`src/rtl/dcsk_pkg.sv`:
```
// Shared types and constants for the DCSK transmit sequencer.
// Pure declarations: no logic and no latency of its own.
package dcsk_pkg;

    localparam int WORD_W    = 32;
    localparam int BIT_IDX_W = 5;
    localparam int MIN_SF    = 2;
    localparam int MAX_SF    = 16;

    typedef enum logic [1:0] {
        IDLE      = 2'd0,
        REF_SLOT  = 2'd1,
        DATA_SLOT = 2'd2
    } tx_state_t;

    // Below 2 chips the slot cannot hold a reference; above 16 it would overrun the delay register.
    function automatic int unsigned clamp_sf(input int unsigned sf);
        if (sf < MIN_SF) begin
            return MIN_SF;
        end else if (sf > MAX_SF) begin
            return MAX_SF;
        end
        return sf;
    endfunction

endpackage

```
`src/rtl/dcsk_tx_controller_if.sv`:
```
// Word handshake plus chip-rate control bundle between the word source and the DCSK sequencer.
// master = word source / datapath side, slave = sequencer.
interface dcsk_tx_controller_if #(
    parameter int WORD_W = 32,
    parameter int ADDR_W = 4,
    parameter int SF_W   = 5
);
    logic              Enable;
    logic              In_Valid;
    logic [WORD_W-1:0] In_Data;
    logic              In_Ready;
    logic [SF_W-1:0]   Spread_Factor;
    logic              Chaos_Gen_En;
    logic [ADDR_W-1:0] Var_Del_Reg_Addr;
    logic              Var_Del_Reg_Load;
    logic              Var_Del_Reg_Re;
    logic              Slot_Sel;
    logic              Chip_Invert;
    logic              Tx_Valid;
    logic [4:0]        Bit_Idx;
    logic              Word_Done;
    logic              Abort;
    logic              Busy;

    modport master (
        output Enable, In_Valid, In_Data, Spread_Factor,
        input  In_Ready, Chaos_Gen_En, Var_Del_Reg_Addr, Var_Del_Reg_Load, Var_Del_Reg_Re,
               Slot_Sel, Chip_Invert, Tx_Valid, Bit_Idx, Word_Done, Abort, Busy
    );

    modport slave (
        input  Enable, In_Valid, In_Data, Spread_Factor,
        output In_Ready, Chaos_Gen_En, Var_Del_Reg_Addr, Var_Del_Reg_Load, Var_Del_Reg_Re,
               Slot_Sel, Chip_Invert, Tx_Valid, Bit_Idx, Word_Done, Abort, Busy
    );
endinterface

```
`src/rtl/dcsk_chip_counter.sv`:
```
// Wrapping up-counter: counts 0..i_term while enabled, synchronous clear has priority.
// o_last is combinational from the registered count; no backpressure.
module dcsk_chip_counter #(
    parameter int W = 5
) (
    input  logic         clk,
    input  logic         rst,
    input  logic         i_clear,
    input  logic         i_en,
    input  logic [W-1:0] i_term,
    output logic [W-1:0] o_count,
    output logic         o_last
);
    logic [W-1:0] r_count;

    always_ff @(posedge clk or posedge rst) begin
        if (rst) begin
            r_count <= '0;
        end else if (i_clear) begin
            r_count <= '0;
        end else if (i_en) begin
            r_count <= o_last ? '0 : r_count + W'(1);
        end
    end

    assign o_count = r_count;
    assign o_last  = (r_count == i_term);
endmodule

```
`src/rtl/dcsk_tx_controller.sv`:
```
// DCSK transmit sequencer: per bit, a reference slot that records chaos chips, then a data slot replaying them.
// First chip one cycle after acceptance; In_Ready drops while a word is in flight except on its final chip.
module dcsk_tx_controller #(
    parameter int WORD_W = 32,
    parameter int ADDR_W = 4,
    parameter int SF_W   = 5
) (
    input logic                 Clk,
    input logic                 Rst,
    dcsk_tx_controller_if.slave bus
);
    import dcsk_pkg::*;

    localparam int CHIP_W = ADDR_W + 1;

    tx_state_t           r_state;
    logic [WORD_W-1:0]   r_word;
    logic [CHIP_W-1:0]   r_sf;
    logic                r_abort;

    logic [CHIP_W-1:0]    w_chip;
    logic                 w_chip_last;
    logic [BIT_IDX_W-1:0] w_bit;
    logic                 w_bit_last;
    logic                 w_active;
    logic                 w_ref;
    logic                 w_data;
    logic                 w_word_last;
    logic                 w_abort;
    logic                 w_accept;
    logic                 w_cnt_clear;
    logic                 w_unused_chip_msb;

    assign w_active    = (r_state != IDLE);
    assign w_ref       = (r_state == REF_SLOT);
    assign w_data      = (r_state == DATA_SLOT);
    assign w_word_last = w_data & w_chip_last & w_bit_last;
    assign w_abort     = w_active & ~bus.Enable;
    assign w_accept    = bus.In_Valid & bus.In_Ready;
    assign w_cnt_clear = ~w_active | w_abort | w_accept;

    // Ready on the final chip lets the next word start with no bubble.
    assign bus.In_Ready = bus.Enable & (~w_active | w_word_last);

    dcsk_chip_counter #(.W(CHIP_W)) u_chip_cnt (
        .clk     (Clk),
        .rst     (Rst),
        .i_clear (w_cnt_clear),
        .i_en    (w_active),
        .i_term  (r_sf - CHIP_W'(1)),
        .o_count (w_chip),
        .o_last  (w_chip_last)
    );

    dcsk_chip_counter #(.W(BIT_IDX_W)) u_bit_cnt (
        .clk     (Clk),
        .rst     (Rst),
        .i_clear (w_cnt_clear),
        .i_en    (w_data & w_chip_last),
        .i_term  (BIT_IDX_W'(WORD_W - 1)),
        .o_count (w_bit),
        .o_last  (w_bit_last)
    );

    always_ff @(posedge Clk or posedge Rst) begin
        if (Rst) begin
            r_state <= IDLE;
            r_word  <= '0;
            r_sf    <= '0;
            r_abort <= 1'b0;
        end else begin
            r_abort <= w_abort;
            if (w_abort) begin
                r_state <= IDLE;
            end else if (w_accept) begin
                r_state <= REF_SLOT;
                r_word  <= bus.In_Data;
                r_sf    <= CHIP_W'(clamp_sf(32'(bus.Spread_Factor)));
            end else begin
                case (r_state)
                    REF_SLOT:  if (w_chip_last) r_state <= DATA_SLOT;
                    DATA_SLOT: if (w_chip_last) r_state <= w_bit_last ? IDLE : REF_SLOT;
                    default:   r_state <= IDLE;
                endcase
            end
        end
    end

    // sf_q never exceeds 16, so the counter MSB is only reached as a comparison value.
    assign w_unused_chip_msb = w_chip[ADDR_W];

    assign bus.Tx_Valid         = w_active;
    assign bus.Busy             = w_active;
    assign bus.Slot_Sel         = w_data;
    assign bus.Chaos_Gen_En     = w_ref;
    assign bus.Var_Del_Reg_Load = w_ref;
    assign bus.Var_Del_Reg_Re   = w_data;
    assign bus.Chip_Invert      = w_data & ~r_word[w_bit];
    assign bus.Var_Del_Reg_Addr = w_active ? w_chip[ADDR_W-1:0] : '0;
    assign bus.Bit_Idx          = w_bit;
    assign bus.Word_Done        = w_word_last & bus.Enable;
    assign bus.Abort            = r_abort;
endmodule

```
`src/flat_wrapper.sv`:
```
// flat-port wrapper written by rule: the top's interface ports become plain ports
module dcsk_tx_controller_flat import dcsk_pkg::*;
#(
    parameter int WORD_W = 32,
    parameter int ADDR_W = 4,
    parameter int SF_W   = 5
)
  (Clk, Rst, bus_Enable, bus_In_Valid, bus_In_Data, bus_Spread_Factor, bus_In_Ready, bus_Chaos_Gen_En, bus_Var_Del_Reg_Addr, bus_Var_Del_Reg_Load, bus_Var_Del_Reg_Re, bus_Slot_Sel, bus_Chip_Invert, bus_Tx_Valid, bus_Bit_Idx, bus_Word_Done, bus_Abort, bus_Busy);
  dcsk_tx_controller_if #(.WORD_W(WORD_W), .ADDR_W(ADDR_W), .SF_W(SF_W)) bus_i ();
  input logic Clk;
  input logic Rst;
  input wire logic [$bits(bus_i.Enable)-1:0] bus_Enable;
  input wire logic [$bits(bus_i.In_Valid)-1:0] bus_In_Valid;
  input wire logic [$bits(bus_i.In_Data)-1:0] bus_In_Data;
  input wire logic [$bits(bus_i.Spread_Factor)-1:0] bus_Spread_Factor;
  output wire logic [$bits(bus_i.In_Ready)-1:0] bus_In_Ready;
  output wire logic [$bits(bus_i.Chaos_Gen_En)-1:0] bus_Chaos_Gen_En;
  output wire logic [$bits(bus_i.Var_Del_Reg_Addr)-1:0] bus_Var_Del_Reg_Addr;
  output wire logic [$bits(bus_i.Var_Del_Reg_Load)-1:0] bus_Var_Del_Reg_Load;
  output wire logic [$bits(bus_i.Var_Del_Reg_Re)-1:0] bus_Var_Del_Reg_Re;
  output wire logic [$bits(bus_i.Slot_Sel)-1:0] bus_Slot_Sel;
  output wire logic [$bits(bus_i.Chip_Invert)-1:0] bus_Chip_Invert;
  output wire logic [$bits(bus_i.Tx_Valid)-1:0] bus_Tx_Valid;
  output wire logic [$bits(bus_i.Bit_Idx)-1:0] bus_Bit_Idx;
  output wire logic [$bits(bus_i.Word_Done)-1:0] bus_Word_Done;
  output wire logic [$bits(bus_i.Abort)-1:0] bus_Abort;
  output wire logic [$bits(bus_i.Busy)-1:0] bus_Busy;
  assign bus_i.Enable = bus_Enable;
  assign bus_i.In_Valid = bus_In_Valid;
  assign bus_i.In_Data = bus_In_Data;
  assign bus_i.Spread_Factor = bus_Spread_Factor;
  assign bus_In_Ready = bus_i.In_Ready;
  assign bus_Chaos_Gen_En = bus_i.Chaos_Gen_En;
  assign bus_Var_Del_Reg_Addr = bus_i.Var_Del_Reg_Addr;
  assign bus_Var_Del_Reg_Load = bus_i.Var_Del_Reg_Load;
  assign bus_Var_Del_Reg_Re = bus_i.Var_Del_Reg_Re;
  assign bus_Slot_Sel = bus_i.Slot_Sel;
  assign bus_Chip_Invert = bus_i.Chip_Invert;
  assign bus_Tx_Valid = bus_i.Tx_Valid;
  assign bus_Bit_Idx = bus_i.Bit_Idx;
  assign bus_Word_Done = bus_i.Word_Done;
  assign bus_Abort = bus_i.Abort;
  assign bus_Busy = bus_i.Busy;
  dcsk_tx_controller #(.WORD_W(WORD_W), .ADDR_W(ADDR_W), .SF_W(SF_W)) u_core (.Clk(Clk), .Rst(Rst), .bus(bus_i));
endmodule
```
`config.mk`:
```
export PLATFORM = sky130hd
export DESIGN_NAME = dcsk_tx_controller_flat
export DESIGN_NICKNAME = d
export VERILOG_FILES = /design/src/rtl/dcsk_pkg.sv /design/src/rtl/dcsk_tx_controller_if.sv /design/src/rtl/dcsk_chip_counter.sv /design/src/rtl/dcsk_tx_controller.sv /design/src/flat_wrapper.sv
export SDC_FILE = /design/constraint.sdc
export NUM_CORES = 1
export LEC_CHECK = 0
export CORE_MARGIN = 1.5
export CORE_UTILIZATION = 25
export DETAILED_ROUTE_END_ITERATION = 8
export PLACE_DENSITY_LB_ADDON = 0.2
export SLEW_MARGIN = 20
export SYNTH_ARGS = -nofsm -noshare
export SYNTH_HDL_FRONTEND = slang
export SYNTH_SLANG_ARGS = --single-unit
```
`constraint.sdc`:
```
create_clock -name Clk -period 5.5 [get_ports Clk]
set_input_delay 1.1 -clock Clk [delete_from_list [all_inputs] [get_ports Clk]]
set_output_delay 1.1 -clock Clk [all_outputs]
set_load 0.01 [all_outputs]
```
# Word level (Yosys, flattened, before mapping)
# Cells that the tools add are included.
[op_classes]
bitwise_logic = 14
n_lt_le_gt_ge = 3
mul = 0
eq_ne = 6
n_reduce_logical = 5
muxes = 22
n_div = 0
addsub = 3
n_shift = 0
[op_table]
columns = ["op", "n"]
rows = [
  ["$mux W5", 9],
  ["$add A5 B1 Y5 const B", 2],
  ["$mux W2", 4],
  ["$and A1 B1 Y1", 7],
  ["$lt A5 B6 Y1 const B", 1],
  ["$mux W1", 6],
  ["$reduce_bool A2 Y1", 3],
  ["$bmux W1 S5", 1],
  ["$eq A5 B5 Y1", 1],
  ["$eq A5 B5 Y1 const B", 1],
  ["$gt A5 B5 Y1 const B", 1],
  ["$lt A5 B2 Y1 const B", 1],
  ["$sub A5 B1 Y5 const B", 1],
  ["$mux W4", 1],
  ["$ne A4 B1 Y1 const B", 1],
  ["$ne A4 B4 Y1 const B", 1],
  ["$not A1 Y1", 4],
  ["$pmux W2 S2", 1],
  ["$reduce_and A2 Y1", 2],
  ["$or A1 B1 Y1", 3],
  ["$eq A2 B1 Y1 const B", 1],
  ["$eq A2 B2 Y1 const B", 1],
]
[word_totals]
register_bits = 50
n_memories = 0
ramBits = 0
latchBits = 0
inputBits = 41
rom_bits = 0

# Longest topological paths before layout
# Gate-level depths: netlist of run 1.
[logic_depth]
word_depth = 10
ltp_mapped = 8
ltp_nobuf = 7

# By module
# Synthesis of run 1 repeated with hierarchy kept, for this count alone.
[hier_totals]
cells_unflattened = 256
hier_area_um2 = 2840.2
[by_module_without_submodules]
columns = ["mod", "area_each_um2", "cells_per_inst", "instances"]
rows = [
  ["dcsk_tx_controller", 2059.5, 174, 1],
  ["dcsk_chip_counter", 390.4, 41, 2],
]

# Worst setup path after synthesis of run 1
# No wires, ideal clock.
[synth_timing]
kind = "reg2out"
from = "reg u_core.u_bit_cnt.r_count[0], in the netlist u_core.u_bit_cnt.o_count[0]"
to = "out bus_Chip_Invert"
setup_slack_ps = 2799
required_time_ps = 4400
path_stages_with_launch = 6
arrival_time_ps = 1601
n_path_buf = 1
path_cell_list = "dfrtp_1 > buf_2 > mux4_2 > mux2i_1 > o21ai_0 > nand2_1"
[synth_via]
elab_chain_len = 4
[synth_rtl]
columns = ["element", "line", "source"]
rows = [
  ["from (decl)", "dcsk_chip_counter.sv:14", "logic [W-1:0] r_count;"],
  ["from (signal assigned)", "dcsk_chip_counter.sv:22", "r_count <= o_last ? '0 : r_count + W'(1);"],
  ["$bmux W1 S5", "dcsk_tx_controller.sv:98", "assign bus.Chip_Invert = w_data & ~r_word[w_bit];"],
  ["$mux W1 (not written as such)", "dcsk_tx_controller.sv:98", ""],
  ["$not A1 Y1", "dcsk_tx_controller.sv:98", ""],
  ["$and A1 B1 Y1", "dcsk_tx_controller.sv:98", ""],
  ["to (decl)", "flat_wrapper.sv:22", "output wire logic [$bits(bus_i.Chip_Invert)-1:0] bus_Chip_Invert;"],
]
# No other way between the ends. The select of a mux whose other input is x is not followed.

# Worst setup path after layout of run 1
[layout_timing]
from = "reg u_core.u_bit_cnt.r_count[0], in the netlist u_core.u_bit_cnt.o_count[0]"
to = "out bus_In_Ready"
[layout_via]
elab_chain_len = 4
[layout_rtl]
columns = ["element", "line", "source"]
rows = [
  ["$eq A5 B5 Y1", "dcsk_chip_counter.sv:27", "assign o_last = (r_count == i_term);"],
  ["$and A1 B1 Y1", "dcsk_tx_controller.sv:37", "assign w_word_last = w_data & w_chip_last & w_bit_last;"],
  ["$or A1 B1 Y1", "dcsk_tx_controller.sv:43", "assign bus.In_Ready = bus.Enable & (~w_active | w_word_last);"],
  ["$and A1 B1 Y1", "dcsk_tx_controller.sv:43", ""],
  ["to (decl)", "flat_wrapper.sv:16", "output wire logic [$bits(bus_i.In_Ready)-1:0] bus_In_Ready;"],
]
# No other way between the ends.

==> results of run 1 <==
[path summary, 6_finish.rpt]
path | cells past startpoint | slack, ns | start | to
worst max-delay path | 7 | 1.56 | u_core.u_bit_cnt.o_count[0] | bus_In_Ready
worst min-delay path | 1 | 0.51 | u_core.r_word[14] | u_core.r_word[14]
worst max register to register | 7 | 2.47 | u_core.u_bit_cnt.o_count[0] | u_core.r_word[9]
worst min register to register | 1 | 0.51 | u_core.r_word[14] | u_core.r_word[14]
max in group asynchronous | 2 | 3.72 | Rst | u_core.r_word[16]
min in group asynchronous | 2 | 1.26 | Rst | u_core.u_chip_cnt.o_count[3]
[metal layers]
metal	GRT usage	vias up	share of wire
li1	-	851	-
met1	0.159	841	0.52
met2	0.147	37	0.43
met3	0.0225	8	0.037
met4	0.0429	0	0.017
met5	0	-	0
[cells by family (layout without fill, tap and decap cells)]
kind of cell               Yosys count  after routing  synth area share
buffers and inverters               20             77            0.0534
muxes                               50             50             0.269
xor gates and xnor gates             9              9            0.0293
AOI/OAI and AO/OA                   30             30            0.0846
and+or+nand+nor                     41             41            0.0804
adders and majority gates            4              4            0.0186
DFF                                 50             50             0.465
[flip-flops by register name, indices dropped and copies added, names as in the netlist]
name	count
u_core.r_word	32
u_core.r_state	2
u_core.r_sf	5
u_core.u_bit_cnt.o_count	5
u_core.bus.Abort	1
u_core.u_chip_cnt.o_count	5
[metrics by stage]
step	setup slack [ns]	util	cells	area [µm²]	total power [mW]
after global routing	1.36	0.333	397	3450	1.03
final	1.56	0.333	397	3450	0.974
after CTS	1.49	0.333	397	3450	0.986
after floorplan	2.80	-	204	2690	0.670
after detailed placement	1.86	0.323	389	3350	0.747
after global placement	1.93	0.323	389	3350	0.746
[report_power, final]
part | internal [mW] | switching [mW]
combinational | 0.163 | 0.0885
sequential | 0.439 | 0.0454
clock | 0.104 | 0.134
total | 0.706 | 0.268
[layout make-up]
cell class	instances	area [µm²]
Fill cell	1057	6920
Clock inverter	2	16.3
Tap cell	136	170
Clock buffer	6	82.6
Inverter	9	35.0
Sequential cell	50	1250
Timing Repair Buffer	60	598
Multi-Input combinational cell	134	1300
[placed cells by master, fill, tap and decap left out, types with 2 or more instances in the layout]
master           synthesis  final
xnor2_1                  5      5
xor2_1                   4      4
dfrtp_1                 50     50
and2_1                   4      4
nor2b_1                  4      4
mux2_4                  28     28
clkdlybuf4s50_1          0     59
nand2_1                  8      8
and3_1                   5      5
o31ai_1                  2      2
mux4_2                   6      6
inv_1                    9      8
a311oi_1                 2      2
o21bai_1                 2      2
nor2_1                   8      8
a21oi_1                  6      6
o221ai_1                 3      3
o21ai_0                  7      7
mux2_2                   7      7
ha_1                     4      4
nand4_1                  2      2
clkbuf_8                 0      6
mux2i_1                  9      9
nand3_1                  5      5
[worst max-delay path, cell delays in order (launching register included)]
cell,delay (ns)
dfrtp_1,0.82
ha_1,0.29
and3_1,0.16
ha_1,0.27
o2111ai_2,0.19
nand2_1,0.10
and3_1,0.16
clkdlybuf4s50_1,0.53
==> results.ini, run 1 <==
[run_status]
run_status = complete, no violations

[cells_and_area]
layout.nets = 305
antennaDiodeCount = 0
area_growth_pct = 28.2
layout-drive-gt1-share = 0.215

[cts]
cts_setup_buffers = 0
cts_tree = done
clockBufferDepth = 2
cts-root-buf = clkbuf_8
cts_resized = 0
cts_sinks = 50
cts_hold_buf = 0
clk-insertion-delay-late_ns = 0.31
htree_num_levels = 2
cts_buffers = 5
cts.clk_slew.worst_paths_ns = 0.10

[drt]
wire_per_inst_um = 14.6
routed_wl_um = 5820
dr.pass1.iters = 4
num_vias = 1737
first_iter_violations = 90
vias_per_cell = 4.38
ant_nets = 0
drcViolationCount = 0

[timing]
drv_slew = 0
slew_headroom = 0.414
min_period_ns = 3.94
hold_ws_ns = 0.512
hold_viol = 0
finalSetupViolCount = 0
final.setup.tns_ns = 0
tightest_slew_ns = 0.877
fin_crit_sh = 0.716
fmax_mhz = 254
rsz0062_at_grt = false
finClkSkew_ns = 0.00583

[setup_path]
critPathKind = flop to output pin
setup.worst_path.end_class = output pin
crit_required_ns = 4.40
crit_path_max_fanout = 15
crit_arrival_ns = 2.84
start_kind = flop

[global_routing]
antenna_found_initial = 0
overflow = 0
grt_use_total = 0.106
grt_start_max_net_pins = 51
grt_pass1_vias = 1766
grt_pass1_wl_um = 9340

[place]
hpwl_um = 4250
gp_congestion = 0.724
io_buffers = 59

[floorplanning]
die_area_mm2 = 0.0114
dieWidth_um = 107
num_rows = 37
num_io_pins = 60
chipHeight_um = 107
core_mm2 = 0.0104
start_util = 0.260

[synth]
yosysUniqueCellTypes = 40
netlist_area_mm2 = 0.00269
synth_nets = 249
synth_async_sr_flop_share = 1.00
synth_edf_count = 0
synth_area_leaders = dfrtp_1, mux2_4, mux4_2
netlist_top_cells_count = dfrtp_1, mux2_4, inv_1, mux2i_1
synth-seq-area-share = 0.465
synthMostInstantiatedCell = dfrtp_1
synth-seq-cells = 50
netlist_instances = 204
syn-mean-instance-area_um2 = 13.2
synth_top_area_cell = dfrtp_1
synth-main-ff-cell = dfrtp_1
synth_top_area_frac = 0.465
yosysWarnings = 0

[power]
p_per_area_mw_per_mm2 = 282
peakVddDrop_uv = 112
p_leak_nw = 1.42

[min_path]
hold_class = flop to flop

[job]
drv_cap = 0

Power figures use the tool's default switching activity.
==> run 2, diff against run 1 <==
Clock period 5.5 ns to 3.4 ns, I/O delays scaled along.
==> results.ini, run 2 (synthesis gave the netlist of run 1 again) <==
[run_status]
run_status = complete, no violations

[timing]
drv_slew = 0
rsz0062_at_grt = false
finalSetupViolCount = 0
final.setup.tns_ns = 0
fin_crit_sh = 0.957
fmax_mhz = 307
min_period_ns = 3.26
hold_viol = 0
slew_headroom = 0.441
finClkSkew_ns = 0.00754
tightest_slew_ns = 0.834

[global_routing]
grt_start_max_net_pins = 38
grt_use_total = 0.107
grt_pass1_wl_um = 9460
antenna_found_initial = 0
grt_pass1_vias = 1780
overflow = 0

[cells_and_area]
design_area_mm2 = 0.00349
layout.nets = 309
antennaDiodeCount = 0
layout-drive-gt1-share = 0.226
mostFrequentLayoutCells = clkdlybuf4s50_1, dfrtp_1, mux2_4
n_fill_cell = 1060
final_common_cell = clkdlybuf4s50_1
largest_reg_flops = 32
largest-register = u_core.r_word
area_growth_pct = 29.6

[setup_path]
path_depth = 7
cp_slowest_stage_delay_ns = 0.54
cp-endpoint = bus_Word_Done
ff2ff_path_depth = 8
crit_family = compound AO/OA/AOI/OAI gates
crit_slowest_cell = clkdlybuf4s50_1
path_cells = inv_1 > ha_1 > nand4bb_1 > a211oi_2 > o2111a_2 > and3_1 > clkdlybuf4s50_1
crit_arrival_ns = 2.58
crit_path_max_fanout = 6
setup.worst_path.end_class = output pin
startpoint = u_core.r_sf[0]
worstReg2RegStart = u_core.r_sf[0]
ff2ff_setup_slack_ns = 0.97
critPathKind = flop to output pin
crit_required_ns = 2.72
start_kind = flop
critPathBufInv = 2
reg2reg_to = u_core.r_word[12]

[floorplanning]
num_rows = 37
core_mm2 = 0.0104
num_io_pins = 60
start_util = 0.260
die_area_mm2 = 0.0114
chipHeight_um = 107
dieWidth_um = 107

[drt]
top_layer = met4
met2_length_um = 2580
first_iter_violations = 90
drcViolationCount = 0
routed_wl_um = 5860
wl_met3_um = 196
dr.pass1.iters = 4
wirelength_met1_um = 3010
wire_per_inst_um = 14.6
ant_nets = 0
vias_per_cell = 4.46
num_vias = 1790

[place]
dpl_cell_area_mm2 = 0.00339
gp_congestion = 0.754
hpwl_um = 4310
io_buffers = 59

[cts]
clockBufferDepth = 2
cts.clk_slew.worst_paths_ns = 0.09
htree_num_levels = 2
clk-insertion-delay-late_ns = 0.30
cts-root-buf = clkbuf_8
cts_sinks = 50
cts_hold_buf = 0
cts_buffers = 5
cts_tree = done
cts_resized = 0
cts_setup_buffers = 0

[power]
peakVddDrop_uv = 146
p_leak_nw = 1.44
p_per_area_mw_per_mm2 = 448

[min_path]
hold_class = flop to flop

[job]
drv_cap = 0

==> run 2: metal layers <==
metal / vias to the layer above / GRT usage
li1: 862 / -
met1: 882 / 0.162
met2: 39 / 0.150
met3: 7 / 0.0225
met4: 0 / 0.0343
met5: - / 0
==> run 2: how the worst min path moves through the flow <==
| stage | endpoint | from | cells after the start | slack, ns |
|---|---|---|---|---|
| detailed placement | u_core.r_word[6] | u_core.r_word[6] | 1 | 0.49 |
| global route | u_core.r_word[2] | u_core.r_word[2] | 1 | 0.53 |
| floorplan | u_core.r_word[10] | u_core.r_word[10] | 1 | 0.48 |
| global placement | u_core.r_word[6] | u_core.r_word[6] | 1 | 0.49 |
| CTS | u_core.r_word[9] | u_core.r_word[9] | 1 | 0.52 |
| finish | u_core.r_word[6] | u_core.r_word[6] | 1 | 0.51 |
==> run 2: layout make-up <==
type                    count  area, µm²  share of cell area
clock buffers               7       86.3              0.0247
clock inverters             1       8.76             0.00251
inverters                   9       33.8             0.00968
multi-input cells         134       1300               0.372
flip-flops and latches     50       1250               0.359
well taps                 136        170              0.0488
repair buffers             64        641               0.184
==> run 2: where the power goes <==
part	internal, mW	switching [mW]	total [mW]
Clock	0.169	0.201	0.369
Sequential	0.710	0.0729	0.783
Combinational	0.267	0.145	0.412
Total	1.15	0.419	1.56
==> run 2: per-stage QoR <==
stage	utilization	power, mW	worst slack, ns	hold slack (ns)	cells
after floorplan	-	1.08	1.12	0.475	204
after global placement	0.327	1.21	0.512	0.491	393
after detailed placement	0.327	1.21	0.411	0.491	393
after CTS	0.336	1.59	0.0662	0.518	401
after global routing	0.337	1.66	0.00903	0.532	401
final	0.337	1.56	0.145	0.514	401
